### src/rtl/pe_cfg_loader_pkg.sv
`default_nettype none
// ============================================================================
// Module   : pe_cfg_loader_pkg
// Purpose  : Shared PE-array parameters plus the state encoding of the
//            PE configuration loader.
//            PE_INST_W    : width of one PE instruction word
//                           (fu_opcode 4 | switch_9x7 28 | switch_5x4 12 |
//                            reg_file_sel 4)
//            BUFFER_DEPTH : per-PE config buffer depth (max contexts)
// Revision : 1.0 - initial release
// ============================================================================
package pe_cfg_loader_pkg;

    localparam int PE_INST_W    = 48;
    localparam int BUFFER_DEPTH = 4;

    // Loader sequence: IDLE -> CLEAR -> LOAD -> DRAIN -> RUN -> DONE -> IDLE
    typedef enum logic [2:0] {
        ST_IDLE  = 3'd0,
        ST_CLEAR = 3'd1,
        ST_LOAD  = 3'd2,
        ST_DRAIN = 3'd3,
        ST_RUN   = 3'd4,
        ST_DONE  = 3'd5
    } state_t;

endpackage : pe_cfg_loader_pkg
`default_nettype wire

### src/rtl/pe_cfg_loader_addr_gen.sv
`default_nettype none
// ============================================================================
// Module   : pe_cfg_loader_addr_gen
// Purpose  : Read-address generator for the config loader. Walks the
//            pe-major / ctx-minor nested counters while issue_en is high and
//            delays the pe index by one cycle so it lines up with mem_rdata.
// Ports    : clk, rst       clock, async active-high reset
//            issue_en       one read issued this cycle (LOAD state)
//            flush          drop the read in flight (abort)
//            base           latched first config address
//            ctx_num        latched contexts per PE (1..DEPTH)
//            mem_addr       read address for this cycle
//            last_issue     this cycle issues the final read
//            rd_valid       mem_rdata carries a wanted word this cycle
//            rd_pe          PE that the word in mem_rdata belongs to
// Revision : 1.0 - initial release
// ============================================================================
module pe_cfg_loader_addr_gen #(
    parameter int NUM_PE = 4,
    parameter int ADDR_W = 8,
    parameter int CTX_W  = 3,
    parameter int PE_W   = 2
) (
    input  logic              clk,
    input  logic              rst,
    input  logic              issue_en,
    input  logic              flush,
    input  logic [ADDR_W-1:0] base,
    input  logic [CTX_W-1:0]  ctx_num,
    output logic [ADDR_W-1:0] mem_addr,
    output logic              last_issue,
    output logic              rd_valid,
    output logic [PE_W-1:0]   rd_pe
);

    logic [PE_W-1:0]   r_pe;
    logic [CTX_W-1:0]  r_ctx;
    // Because issue order is pe-major with a stride of ctx_num, the address
    // offset pe*ctx_num + ctx is simply the running read count.
    logic [ADDR_W-1:0] r_offset;
    logic              w_ctx_last;

    assign w_ctx_last = (r_ctx == ctx_num - CTX_W'(1));
    assign last_issue = issue_en && w_ctx_last && (r_pe == PE_W'(NUM_PE - 1));
    // Wraps naturally modulo 2^ADDR_W.
    assign mem_addr   = issue_en ? (base + r_offset) : '0;

    // LOAD is one contiguous burst, so counters simply rest at zero whenever
    // no read is being issued.
    always_ff @(posedge clk or posedge rst) begin
        if (rst) begin
            r_pe     <= '0;
            r_ctx    <= '0;
            r_offset <= '0;
        end else if (!issue_en) begin
            r_pe     <= '0;
            r_ctx    <= '0;
            r_offset <= '0;
        end else begin
            r_offset <= r_offset + ADDR_W'(1);
            if (w_ctx_last) begin
                r_ctx <= '0;
                r_pe  <= r_pe + PE_W'(1);
            end else begin
                r_ctx <= r_ctx + CTX_W'(1);
            end
        end
    end

    // One stage matching the 1-cycle memory read latency.
    always_ff @(posedge clk or posedge rst) begin
        if (rst) begin
            rd_valid <= 1'b0;
            rd_pe    <= '0;
        end else begin
            rd_valid <= issue_en && !flush;
            rd_pe    <= r_pe;
        end
    end

endmodule : pe_cfg_loader_addr_gen
`default_nettype wire

### src/rtl/pe_cfg_loader.sv
`default_nettype none
// ============================================================================
// Module   : pe_cfg_loader
// Purpose  : Initiator of the PE configuration interface. On start, clears
//            the PEs, streams NUM_PE*ctx_num words from config memory into
//            the PE buffers with one-hot init strobes, then holds run for
//            run_len cycles and pulses done.
// Ports    : clk, rst              clock, async active-high reset
//            start, abort          command pulse / terminate
//            base_addr, ctx_num,   operands, latched when start is accepted
//            run_len
//            mem_rd_en, mem_addr,  config memory read port (1-cycle latency)
//            mem_rdata
//            pe_clr, pe_inst,      PE array interface
//            pe_init, pe_run
//            busy, done, err       status
// Revision : 1.0 - initial release
// ============================================================================
module pe_cfg_loader
    import pe_cfg_loader_pkg::*;
#(
    parameter int INST_W = PE_INST_W,
    parameter int NUM_PE = 4,
    parameter int DEPTH  = BUFFER_DEPTH,
    parameter int ADDR_W = 8,
    parameter int RUN_W  = 16
) (
    input  logic                     clk,
    input  logic                     rst,
    input  logic                     start,
    input  logic                     abort,
    input  logic [ADDR_W-1:0]        base_addr,
    input  logic [$clog2(DEPTH):0]   ctx_num,
    input  logic [RUN_W-1:0]         run_len,
    output logic                     mem_rd_en,
    output logic [ADDR_W-1:0]        mem_addr,
    input  logic [INST_W-1:0]        mem_rdata,
    output logic                     pe_clr,
    output logic [INST_W-1:0]        pe_inst,
    output logic [NUM_PE-1:0]        pe_init,
    output logic                     pe_run,
    output logic                     busy,
    output logic                     done,
    output logic                     err
);

    localparam int CTX_W = $clog2(DEPTH) + 1;
    localparam int PE_W  = (NUM_PE > 1) ? $clog2(NUM_PE) : 1;

    state_t            r_state, w_next;
    logic [ADDR_W-1:0] r_base;
    logic [CTX_W-1:0]  r_ctx_num;
    logic [RUN_W-1:0]  r_run_cnt;
    logic              r_drain;
    logic              w_cmd_ok, w_accept, w_abort;
    logic              w_last_issue, w_rd_valid;
    logic [PE_W-1:0]   w_rd_pe;

    assign w_cmd_ok = (ctx_num != '0) && (ctx_num <= CTX_W'(DEPTH)) &&
                      (run_len != '0) && (run_len <= RUN_W'(ctx_num));
    // abort beats start in IDLE; elsewhere it forces IDLE.
    assign w_accept = (r_state == ST_IDLE) && start && !abort && w_cmd_ok;
    assign w_abort  = (r_state != ST_IDLE) && abort;

    pe_cfg_loader_addr_gen #(
        .NUM_PE (NUM_PE),
        .ADDR_W (ADDR_W),
        .CTX_W  (CTX_W),
        .PE_W   (PE_W)
    ) u_addr_gen (
        .clk        (clk),
        .rst        (rst),
        .issue_en   (mem_rd_en),
        .flush      (w_abort),
        .base       (r_base),
        .ctx_num    (r_ctx_num),
        .mem_addr   (mem_addr),
        .last_issue (w_last_issue),
        .rd_valid   (w_rd_valid),
        .rd_pe      (w_rd_pe)
    );

    always_ff @(posedge clk or posedge rst) begin
        if (rst) r_state <= ST_IDLE;
        else     r_state <= w_next;
    end

    always_comb begin
        w_next    = r_state;
        mem_rd_en = 1'b0;
        pe_clr    = 1'b0;
        pe_run    = 1'b0;
        done      = 1'b0;
        busy      = (r_state != ST_IDLE);
        case (r_state)
            ST_IDLE:  if (w_accept) w_next = ST_CLEAR;
            ST_CLEAR: begin
                pe_clr = 1'b1;
                w_next = ST_LOAD;
            end
            ST_LOAD: begin
                mem_rd_en = 1'b1;
                if (w_last_issue) w_next = ST_DRAIN;
            end
            // Two cycles: memory latency plus the pe_inst register.
            ST_DRAIN: if (r_drain) w_next = ST_RUN;
            ST_RUN: begin
                pe_run = 1'b1;
                if (r_run_cnt == RUN_W'(1)) w_next = ST_DONE;
            end
            ST_DONE: begin
                done   = 1'b1;
                w_next = ST_IDLE;
            end
            default:  w_next = ST_IDLE;
        endcase
        if (w_abort) w_next = ST_IDLE;
    end

    // Operand latch, run countdown and drain phase.
    always_ff @(posedge clk or posedge rst) begin
        if (rst) begin
            r_base    <= '0;
            r_ctx_num <= '0;
            r_run_cnt <= '0;
            r_drain   <= 1'b0;
            err       <= 1'b0;
        end else begin
            err     <= (r_state == ST_IDLE) && start && !abort && !w_cmd_ok;
            r_drain <= (r_state == ST_DRAIN) && !r_drain;
            if (w_accept) begin
                r_base    <= base_addr;
                r_ctx_num <= ctx_num;
                r_run_cnt <= run_len;
            end else if (r_state == ST_RUN && r_run_cnt != '0) begin
                r_run_cnt <= r_run_cnt - RUN_W'(1);
            end
        end
    end

    // Data register: pe_inst and its one-hot strobe land together, two
    // cycles after the read was issued. An abort discards the returning word.
    always_ff @(posedge clk or posedge rst) begin
        if (rst) begin
            pe_inst <= '0;
            pe_init <= '0;
        end else if (w_rd_valid && !w_abort) begin
            pe_inst <= mem_rdata;
            pe_init <= NUM_PE'(1) << w_rd_pe;
        end else begin
            pe_init <= '0;
        end
    end

endmodule : pe_cfg_loader
`default_nettype wire

### config.mk
export PLATFORM = sky130hd
export DESIGN_NAME = pe_cfg_loader
export DESIGN_NICKNAME = d
export VERILOG_FILES = /design/src/rtl/pe_cfg_loader_pkg.sv /design/src/rtl/pe_cfg_loader_addr_gen.sv /design/src/rtl/pe_cfg_loader.sv
export SDC_FILE = /design/constraint.sdc
export NUM_CORES = 1
export LEC_CHECK = 0
export CAP_MARGIN = 20
export CORE_MARGIN = 2
export CORE_UTILIZATION = 46
export DETAILED_ROUTE_END_ITERATION = 8
export HOLD_SLACK_MARGIN = 0.03
export PLACE_DENSITY_LB_ADDON = 0.3
export RECOVER_POWER = 25
export SKIP_LAST_GASP = 1
export SYNTH_ARGS = -nofsm -noshare
export SYNTH_HDL_FRONTEND = slang
export SYNTH_SLANG_ARGS = --single-unit
### constraint.sdc
create_clock -name clk -period 5.65 [get_ports clk]
set_clock_uncertainty 0.2 [all_clocks]
set_input_delay 1.695 -clock clk [delete_from_list [all_inputs] [get_ports clk]]
set_output_delay 1.695 -clock clk [all_outputs]
set_load 0.02 [all_outputs]
# [Word level (Yosys, flattened, before mapping)]
# Cells that the tools add are included.
[totals] input_bits=79 regBits=100 word_cells=79 out_inout_bits=66
[op_classes] n_mux=19 eq_ne=13 n_lt_le_gt_ge=2 n_reduce_logical=25 add_sub_neg=6 shifts=1
[ops] cell="$mux 16" count=2
[ops] cell="$reduce_bool 16->1" count=2
[ops] cell="$mux 3" count=7
[ops] cell="$eq 16x1->1 const B" count=1
[ops] cell="$le 16x3->1" count=1
[ops] cell="$mux 8" count=2
[ops] cell="$sub 16x1->16 const B" count=1
[ops] cell="$pmux 3 s5" count=1
[ops] cell="$logic_and 1x1->1" count=14
[ops] cell="$ne 3x2->1 const B" count=3
[ops] cell="$add 8x1->8 const B" count=1
[ops] cell="$add 8x8->8" count=1
[ops] cell="$eq 3x2->1 const B" count=2
[ops] cell="$eq 3x3->1 const B" count=2
[ops] cell="$reduce_bool 3->1" count=2
[ops] cell="$logic_not 1->1" count=4
[ops] cell="$mux 1" count=4
[ops] cell="$mux 2" count=2
[ops] cell="$mux 4" count=1
[ops] cell="$reduce_and 4->1" count=1
[ops] cell="$shl 1x2->4 const A" count=1
[ops] cell="$add 3x1->3 const B" count=1
[ops] cell="$eq 3x1->1 const B" count=1
[ops] cell="$eq 3x3->1" count=1
[ops] cell="8 further kinds" count=8

# [Longest topological paths before layout]
[depth] word_depth=8 ltp_mapped=8 mapped_depth_nobuf=7

# [Hierarchy]
# Synthesis repeated with hierarchy kept, for this count alone.
[unflattened] cells_unflattened=407 area_unflattened_um2=4679.5
[by_module_without_submodules] mod="pe_cfg_loader" n_inst=1 cells_each=302 area_each_um2=3629.7
[by_module_without_submodules] mod="pe_cfg_loader_addr_gen" n_inst=1 cells_each=105 area_each_um2=1049.8

# [Worst setup path before layout]
# OpenSTA, ideal clock, no wires.
[synth_path] path_kind="register to output" startpoint="register u_addr_gen.r_offset[0]" endpoint="output mem_addr[6]" required_ns=3.755 path_buffers=0 path_stages_with_launch=8 slack_ns=1.821 arrival_ns=1.934 cell_sequence="dfrtp_1 -> ha_1 -> fa_1 -> a21o_1 -> a21oi_1 -> nor2b_1 -> or3_1 -> nand3_1"
[synth_between] elab_chain_len=2
[synth_rtl] element="start: declaration" line="pe_cfg_loader_addr_gen.sv:40" rtl="logic [ADDR_W-1:0] r_offset;"
[synth_rtl] element="start signal: assignment" line="pe_cfg_loader_addr_gen.sv:60" rtl="r_offset <= r_offset + ADDR_W'(1);"
[synth_rtl] element="$add 8x8->8" line="pe_cfg_loader_addr_gen.sv:46" rtl="assign mem_addr = issue_en ? (base + r_offset) : '0;"
[synth_rtl] element="$mux 8" line="pe_cfg_loader_addr_gen.sv:46"
[synth_rtl] element="end: declaration" line="pe_cfg_loader.sv:36" rtl="output logic [ADDR_W-1:0] mem_addr,"
# Every way passes these cells.

# [Final worst setup path]
[layout_path] startpoint="register r_state[0]" endpoint="output mem_addr[6]"
[layout_between] elab_chain_len=3
[layout_rtl] element="start: declaration" line="pe_cfg_loader.sv:50" rtl="state_t r_state, w_next;"
[layout_rtl] element="start signal: assignment" line="pe_cfg_loader.sv:85" rtl="else r_state <= w_next;"
[layout_rtl] element="$eq 3x2->1" line="pe_cfg_loader.sv:95" rtl="case (r_state)"
[layout_rtl] element="$mux 1" line="pe_cfg_loader.sv:95"
[layout_rtl] element="$mux 8" line="pe_cfg_loader_addr_gen.sv:46"
# Every way passes these cells.

==> flow_metrics.env <==
export IMPL_worstMarginPinSlew_ns=2.41
export IMPL_cts_buffer_depth=2
export IMPL_irDropWorstVdd_mv=0.217
export IMPL_synth_top_area_cell="dfrtp_1"
export IMPL_path_class="reg -> out"
export IMPL_grt_pass1_vias=3456
export IMPL_cts_tree="yes"
export IMPL_hpwl_mm=7.70
export IMPL_layout_drive_gt1_share=0.178
export IMPL_drt_wl_total_mm=10.3
export IMPL_post_cts_resized=0
export IMPL_drtPass1Iterations=4
export IMPL_finalSetupViolations=0
export IMPL_cts_htree_levels=3
export IMPL_synth_top_cell_area_share=0.531
export IMPL_synth_area_um2=4710
export IMPL_portBuffers=144
export IMPL_drt_iter0_markers=148
export IMPL_power_density_nw_per_um2=377
export IMPL_maxSlewViolCount=57
export IMPL_hold_buffers=0
export IMPL_area_growth_syn_to_layout_pct=37.6
export IMPL_failed_checks="max-capacitance violations, max-slew violations"
export IMPL_hold_path_class="reg -> reg"
export IMPL_gr_total_overflow=0
export IMPL_ys_seq_area_frac=0.531
export IMPL_syn_num_nets=487
export IMPL_yosys_top_cells_area="dfrtp_1 53%, mux2_2 14%, ha_1 4.3%"
export IMPL_ys_flop_type="dfrtp_1"
export IMPL_grt_pass1_wl_mm=17.0
export IMPL_diodes=0
export IMPL_relSlewSlack=-0.618
export IMPL_post_cts_buffers=0
export IMPL_final_cells=672
export IMPL_r2r_start="r_state[1]$_DFFE_PP0P_"
export IMPL_synth_edf_count=0
export IMPL_cp_arrival_ns=3.11
export IMPL_reg2reg_setup_slack_ns=2.98
export IMPL_slowest_stage="clkdlybuf4s50_1"
export IMPL_fin_nets=631
export IMPL_clkLatencyLatePin_ns=0.36
export IMPL_die_area_um2=11100
export IMPL_clk_pin_slew_ns=0.09
export IMPL_cpPeakStageDelay_ns=0.61
export IMPL_cp_start_kind="register"
export IMPL_start_util=0.477
export IMPL_timing_hold_ws_ns=0.214
export IMPL_synth_ff_latch_count=100
export IMPL_dieHeight_um=105
export IMPL_hold_viol_final=0
export IMPL_cp_end_kind="primary output"
export IMPL_io_pin_count=145
export IMPL_place_inst=656
export IMPL_fmax_mhz=200
export IMPL_fill_cells=752
export IMPL_outcome="finished, violations left"
export IMPL_antenna_found_initial=0
export IMPL_drtAntennaViolNets=0
export IMPL_r2r_end="r_base[2]$_DFFE_PP0P_"
export IMPL_crit_fanout=17
export IMPL_grt_max_degree=57
export IMPL_crit_path_end="mem_addr[6]"
export IMPL_cts_made_buffers=9
export IMPL_leakage_uw=0.00282
export IMPL_rsz0062_at_grt="no"
export IMPL_place_gp_congestion=0.912
export IMPL_rows=36
export IMPL_vias=3491
export IMPL_vias_per_cell=5.19
export IMPL_drc=0
export IMPL_grt_total_usage=0.194
export IMPL_wire_per_inst_um=15.4
export IMPL_async_flop_share=1.00
export IMPL_syn_area_per_cell_um2=12.0
export IMPL_final_setup_tns_ns=0
export IMPL_clockRootBuffer="clkbuf_8"
export IMPL_clock_sinks=100
export IMPL_period_needed_ns=5.01
export IMPL_layout_common_cells="142 x clkdlybuf4s50_1, 100 x dfrtp_1, 57 x mux2_2"
export IMPL_hold_depth=0
export IMPL_synthCells=391
export IMPL_cp_required_ns=3.75
export IMPL_die_x_um=105
export IMPL_worstPathCellList="nand2b_1 -> or2_0 -> inv_1 -> nand3b_1 -> or3_1 -> nand3_1 -> clkdlybuf4s50_1"
export IMPL_post_route_util=0.657
export IMPL_core_area_um2=9860
export IMPL_final_common_cell="clkdlybuf4s50_1"
export IMPL_crit_start="r_state[0]$_DFFE_PP0P_"
export IMPL_ys_warn_count=0
export IMPL_post_route_period_util=0.886
export IMPL_reg2reg_depth=4
export IMPL_ys_types=63
export IMPL_drv_cap=1
-- state kept, by name, indices dropped and copies added, names as in the netlist, 2 cells and up --
register and count:
u_addr_gen.r_pe 2, u_addr_gen.r_ctx 3, pe_inst 48, pe_init 4, r_run_cnt 16, r_ctx_num 3, u_addr_gen.rd_pe 2, r_state 3
r_base 8, u_addr_gen.r_offset 8
-- worst min path at each step --
stage / from / slack (ns) / end
after CTS: u_addr_gen.r_pe[1]$_DFFE_PP0P_ / 0.22 / u_addr_gen.rd_pe[1]$_DFF_PP0_
final: u_addr_gen.r_pe[1]$_DFFE_PP0P_ / 0.21 / u_addr_gen.rd_pe[1]$_DFF_PP0_
after floorplan: u_addr_gen.r_pe[1]$_DFFE_PP0P_ / 0.18 / u_addr_gen.rd_pe[1]$_DFF_PP0_
after global routing: u_addr_gen.r_pe[1]$_DFFE_PP0P_ / 0.23 / u_addr_gen.rd_pe[1]$_DFF_PP0_
after global placement: u_addr_gen.r_pe[1]$_DFFE_PP0P_ / 0.19 / u_addr_gen.rd_pe[1]$_DFF_PP0_
after detailed placement: u_addr_gen.r_pe[1]$_DFFE_PP0P_ / 0.20 / u_addr_gen.rd_pe[1]$_DFF_PP0_
-- through the flow --
| step | setup slack [ns] | cell area [um2] | power (uW) |
|---|---|---|---|
| detailed placement | 1.10 | 6270 | 2020 |
| global placement | 1.16 | 6270 | 1990 |
| CTS | 0.812 | 6460 | 2470 |
| global route | 0.340 | 6480 | 2570 |
| finish | 0.643 | 6480 | 2440 |
| floorplan | 1.14 | 4710 | 1530 |
-- final cells by class --
class | count | area, um2 | area share
inverters | 18 | 68.8 | 0.0106
multi-input cells | 259 | 2080 | 0.320
well taps | 133 | 166 | 0.0257
repair buffers | 147 | 1480 | 0.228
clock inverters | 6 | 65.1 | 0.0100
clock buffers | 9 | 124 | 0.0191
flip-flops and latches | 100 | 2500 | 0.386
-- layer usage --
metal	vias up	routed length, um	global-route usage
li1	1672	-	-
met3	17	490	0.0293
met4	0	221	0.0771
met1	1680	4670	0.258
met5	-	0	0
met2	122	4950	0.318
-- cell usage after synthesis (4+ instances only) --
cell type and n:
buf_1 5, ha_1 16, xor2_1 13, nand2_1 11, o21ai_0 17, nor2_1 32, clkbuf_1 5, a21oi_1 6
nor3b_1 6, or2_2 4, or3_1 5, xnor2_1 5, nand3_1 8, a31oi_1 7, mux2i_1 5, nor3_1 9
mux2_2 57, dfrtp_1 100, inv_1 18
-- worst max-delay path, delay by kind of cell, from the launching register on --
kind                   cells  cell delay [ns]
buffers and inverters      2             1.01
AND/OR/NAND/NOR            5             1.25
flip-flops                 1             0.48
-- kinds of logic (layout without fill, tap and decap cells) --
logic type / Yosys count / in the layout / share of synthesized area
AOI/OAI and AO/OA: 50 / 50 / 0.0715
muxes: 62 / 62 / 0.147
adders and majority gates: 17 / 17 / 0.0468
buffers and inverters: 32 / 180 / 0.0284
and+or+nand+nor: 111 / 111 / 0.137
DFF: 100 / 100 / 0.531
xor gates and xnor gates: 19 / 19 / 0.0383
-- report_power, final --
| part | internal, uW | leakage [uW] | switching [uW] |
|---|---|---|---|
| Combinational | 519 | 0.00144 | 448 |
| Clock | 203 | 0.0000955 | 244 |
| Sequential | 910 | 0.00129 | 115 |
Note: power is estimated with default switching activity, not from simulation.
